===== config.mk =====
export PLATFORM = sky130hd
export DESIGN_NAME = glitch_reset_seq
export DESIGN_NICKNAME = d
export VERILOG_FILES = /design/src/rtl/glitch_reset_seq.sv
export SDC_FILE = /design/constraint.sdc
export NUM_CORES = 1
export LEC_CHECK = 0
export ABC_AREA = 1
export BUFFER_PORTS_ARGS = -buffer_cell sky130_fd_sc_hd__buf_2
export CORE_ASPECT_RATIO = 1.75
export CORE_UTILIZATION = 27
export DETAILED_ROUTE_END_ITERATION = 8
export HOLD_SLACK_MARGIN = 0.15
export PLACE_DENSITY = 0.55
export SLEW_MARGIN = 40
export SYNTH_ARGS = -nofsm -noshare
export SYNTH_HDL_FRONTEND = slang
export SYNTH_SLANG_ARGS = --single-unit

===== constraint.sdc =====
create_clock -name clk_in -period 2.9 [get_ports clk_in]
set_input_delay 0.145 -clock clk_in [delete_from_list [all_inputs] [get_ports clk_in]]
set_output_delay 0.145 -clock clk_in [all_outputs]
set_load 0.01 [all_outputs]

===== src/rtl/glitch_reset_seq.sv =====
// Target reset sequencer: holds rst_o for a programmed time, waits a settle time, then pulses done.
// Optional GLITCH_RESET_ABORT_EN adds an abort input that cancels a running sequence.
module glitch_reset_seq #(
    parameter int CNT_W          = 16,
    parameter int OUT_ACTIVE_LOW = 1,
    parameter int MIN_HOLD       = 1
) (
    input  logic             clk_in,
    input  logic             rst,
    input  logic             en,
    input  logic [CNT_W-1:0] hold_cycles,
    input  logic [CNT_W-1:0] settle_cycles,
`ifdef GLITCH_RESET_ABORT_EN
    input  logic             abort,
`endif
    output logic             rst_o,
    output logic             busy,
    output logic             done
);

    localparam logic RST_ON  = (OUT_ACTIVE_LOW != 0) ? 1'b0 : 1'b1;
    localparam logic RST_OFF = ~RST_ON;

    typedef enum logic [1:0] {
        IDLE   = 2'd0,
        HOLD   = 2'd1,
        SETTLE = 2'd2,
        DONE   = 2'd3
    } state_t;

    state_t           state;
    logic [CNT_W-1:0] cnt;
    logic [CNT_W-1:0] hold_q;
    logic [CNT_W-1:0] settle_q;
    logic             armed;
    logic             accept;
    logic             abort_req;

    function automatic logic [CNT_W-1:0] clamp_hold(input logic [CNT_W-1:0] h);
        if (h < CNT_W'(MIN_HOLD))
            return CNT_W'(MIN_HOLD);
        return h;
    endfunction

`ifdef GLITCH_RESET_ABORT_EN
    assign abort_req = abort;
`else
    assign abort_req = 1'b0;
`endif

    assign accept = (state == IDLE) && en && armed;

    // Configuration is captured once per sequence so later input changes are ignored
    always_ff @(posedge clk_in) begin
        if (accept) begin
            hold_q   <= clamp_hold(hold_cycles);
            settle_q <= settle_cycles;
        end
    end

    always_ff @(posedge clk_in) begin
        if (!rst) begin
            state <= IDLE;
            cnt   <= '0;
            armed <= 1'b0;
            rst_o <= RST_OFF;
            busy  <= 1'b0;
            done  <= 1'b0;
        end else begin
            done <= 1'b0;
            case (state)
                IDLE: begin
                    rst_o <= RST_OFF;
                    busy  <= 1'b0;
                    if (!en) begin
                        armed <= 1'b1;
                    end else if (armed) begin
                        armed <= 1'b0;
                        cnt   <= '0;
                        state <= HOLD;
                        rst_o <= RST_ON;
                        busy  <= 1'b1;
                    end
                end
                HOLD: begin
                    if (abort_req) begin
                        state <= IDLE;
                        cnt   <= '0;
                        armed <= 1'b0;
                        rst_o <= RST_OFF;
                        busy  <= 1'b0;
                    end else if (cnt == hold_q - CNT_W'(1)) begin
                        cnt   <= '0;
                        rst_o <= RST_OFF;
                        if (settle_q != '0) begin
                            state <= SETTLE;
                        end else begin
                            state <= DONE;
                            done  <= 1'b1;
                        end
                    end else begin
                        cnt <= cnt + CNT_W'(1);
                    end
                end
                SETTLE: begin
                    if (abort_req) begin
                        state <= IDLE;
                        cnt   <= '0;
                        armed <= 1'b0;
                        busy  <= 1'b0;
                    end else if (cnt == settle_q - CNT_W'(1)) begin
                        cnt   <= '0;
                        state <= DONE;
                        done  <= 1'b1;
                    end else begin
                        cnt <= cnt + CNT_W'(1);
                    end
                end
                DONE: begin
                    state <= IDLE;
                    busy  <= 1'b0;
                end
                default: begin
                    state <= IDLE;
                end
            endcase
        end
    end

endmodule


==> results.json <==
{
  "syn_inst": 563,
  "synthTopCellsByArea": "edfxtp_1 25%, nand2_1 15%, dfxtp_1 11%, inv_1 7.0%, nand3_1 6.9%",
  "end_kind": "register",
  "relSlewSlack_pct": 66.5,
  "holdPathStages": 2,
  "clock_path_buffers": 2,
  "die_h_um": 161,
  "antenna_found_initial": 0,
  "min_period_ns": 2.44,
  "firstDrtPassIters": 4,
  "r2r-end": "cnt[13]$_SDFFE_PN0P_",
  "outcome": "finished clean",
  "antenna_left": 0,
  "dp_hpwl_um": 7930,
  "start_util_pct": 27.9,
  "antenna_cells": 0,
  "crit_slowest_cell": "nor2_2",
  "ff2ff_path_depth": 16,
  "fillers": 1567,
  "clkLatencyLatePin_ns": 0.30,
  "p_leak_nw": 2.06,
  "regArea_mm2": 0.00140,
  "grt-ovfl-total": 0,
  "gp_congestion": 0.846,
  "maxSlewViolCount": 0,
  "power_density_mw_per_mm2": 478,
  "vias": 3599,
  "hold_class": "reg -> reg",
  "path_class": "reg -> reg",
  "viasPerCell": 4.55,
  "drive_above_1_share_pct": 12.4,
  "synth_ff_type": "edfxtp_1",
  "io_buffers": 37,
  "synth_edf_count": 32,
  "min_from": "rst_o$_SDFFE_PN1P_",
  "fin_ws_ns": 0.460,
  "rsz0062_at_grt": "no",
  "synth_top_area_cell": "edfxtp_1",
  "r2r-start": "settle_q[0]$_DFFE_PP_",
  "worst_pin_slew_ns": 0.499,
  "skew_ns": 0.0115,
  "multi_input_area_mm2": 0.00207,
  "cts_resized": 0,
  "grt_max_degree": 23,
  "maxCapViolations": 0,
  "arrival_ns": 2.66,
  "ff2ff_setup_slack_ns": 0.46,
  "cp_cell_sequence": "inv_1, ha_1, nand2_1, nor2_2, nand2_1, nand2_1, nand3_1, nand2_1, inv_1, nand2_1, nor2_1, nand2_1, nand2_2, nand2_4, nand3_1, a21oi_1",
  "drt_wl_total_um": 9840,
  "grt_pass1_wl_um": 16400,
  "fin_tns_setup_ns": 0,
  "core_mm2": 0.0140,
  "critPathRequiredTime_ns": 3.12,
  "max_stage_delay_ns": 0.40,
  "ys_types": 38,
  "synth_top_area_share_pct": 24.6,
  "place_ws_ns": 0.480,
  "synth_area_mm2": 0.00390,
  "die_w_um": 92.9,
  "cts_sinks": 54,
  "grt_usage_pct": 13.9,
  "synth.yosys.seq_area_share_pct": 35.9,
  "crit_top_cell": "nand2_1",
  "drcViolationCount": 0,
  "synth_seq_cells": 54,
  "wl_per_cell_um": 12.4,
  "synthToLayoutAreaGrowth_pct": 19.6,
  "synth_area_per_cell_um2": 6.93,
  "htreeDepth": 2,
  "drt_iter0_drc": 159,
  "async_flop_share_pct": 0,
  "whs_endpoint": "rst_o$_SDFFE_PN1P_",
  "fp-row-count": 57,
  "final_nets": 656,
  "cts_buffers": 5,
  "crit_path_start_kind": "register",
  "yosysWarningCount": 0,
  "cts_tree": "yes",
  "ir_drop_v": 0.000254,
  "syn-num-nets": 606,
  "max_freq_mhz": 410,
  "final_min_period_over_clock_period_pct": 84.1,
  "setup_viol": 0,
  "grt_pass1_vias": 3662,
  "cts_root_buffer": "clkbuf_16",
  "clk_pin_slew_worst_paths_ns": 0.08,
  "worst-path-max-fanout": 17,
  "num_io_pins": 38,
  "fp.dieArea_mm2": 0.0149,
  "hold_viol": 0
}
-- critical path: cells and delay by family (launching register included) --
family                     cells  cell delay (ns)
AOI/OAI and AO/OA              1             0.13
adders and majority gates      1             0.23
buffers and inverters          2             0.17
DFF                            1             0.38
and+or+nand+nor               12             1.45
-- repair_timing --
item / CTS / global route
endpoints found under the hold margin: 34 / 0
buffers inserted: 0 / 0
hold buffers: 34 / 0
-- how the worst max path moves through the flow --
stage                               to  depth (start not counted)                  start
2_1_floorplan  hold_q[0]$_SDFFCE_PN1P_                          4  state[0]$_SDFFE_PN0P_
5_1_grt            cnt[4]$_SDFFE_PN0P_                         16  settle_q[0]$_DFFE_PP_
3_3_place_gp      cnt[15]$_SDFFE_PN0P_                         16  settle_q[0]$_DFFE_PP_
3_5_place_dp      cnt[15]$_SDFFE_PN0P_                         16  settle_q[0]$_DFFE_PP_
6_report          cnt[13]$_SDFFE_PN0P_                         16  settle_q[0]$_DFFE_PP_
4_1_cts           cnt[13]$_SDFFE_PN0P_                         16  settle_q[0]$_DFFE_PP_
-- sequential cells by signal (all words and copies together), names as in the netlist --
name	cells
armed	1
cnt	16
state	2
rst_o	1
busy	1
done	1
hold_q	16
settle_q	16
-- metrics by stage --
stage	util, %	instances	power (mW)	instance area (um2)	hold WS [ns]
floorplan	-	563	1.46	3900	0.229
global placement	29.9	749	1.60	4180	0.322
detailed placement	29.9	749	1.60	4180	0.323
CTS	33.4	791	2.25	4670	0.475
global route	33.4	791	2.38	4670	0.526
finish	33.4	791	2.23	4670	0.468
-- where the power goes --
part           leakage (nW)  switching [mW]  internal [mW]
clock network        0.0741           0.288          0.321
logic                  1.52           0.416          0.229
registers             0.470          0.0697          0.904
total                  2.06           0.774           1.45
-- cell type report --
type	instances	area share (%)
multi-input cells	403	44.3
flip-flops and latches	54	30.0
repair buffers	74	11.7
inverters	75	6.03
well taps	177	4.75
clock buffers	5	2.68
clock inverters	3	0.429
-- kinds of logic after synthesis --
kind of cell | Yosys count | share of synthesized area, %
xor+xnor | 33 | 7.41
simple gates | 330 | 38.5
compound gates | 32 | 4.49
flops | 54 | 35.9
fa+ha+maj | 8 | 2.57
buf+inv | 106 | 11.1
-- cells in the mapped netlist, types with 2 or more instances --
library cell and n:
nor4_1 5, clkbuf_1 17, nand3_1 54, xnor2_1 8, xor2_1 25, nand3b_1 5, dfxtp_1 22, nor2_2 9
o21ai_1 2, buf_2 11, or2_2 3, nand2_2 7, inv_1 73, o21bai_1 2, nand3_2 3, nor2_4 2
edfxtp_1 32, nand2_1 154, nor3_1 8, nand4_1 16, nor2_1 55, o21ai_0 5, or2_1 3, a21oi_1 20
and3_1 2, ha_1 8
-- routing by layer --
layer  up-vias  track usage [%]  wire [um]
met3        18             1.13        203
met5         -                0          0
met1      1629             13.5       3660
li1       1887                -          -
met4         0             6.29        332
met2        65             28.5       5640
-- cells in the final DEF, fill, tap and decap left out, drive strengths merged --
cell,instances
clkbuf,5
dfxtp,22
o21a,1
dlygate4sd3,34
a21oi,20
and2,1
nand3b,5
nor3b,1
inv,75
nand4,16
o21bai,2
nand2,162
nor2,66
nor3,9
edfxtp,32
a211oi,1
nor4,5
or2,6
nand3,57
clkinv,3
xor2,25
o21ai,7
and3,2
xnor2,8
ha,8
a41o,1
buf,40
Power figures use the tool's default switching activity.
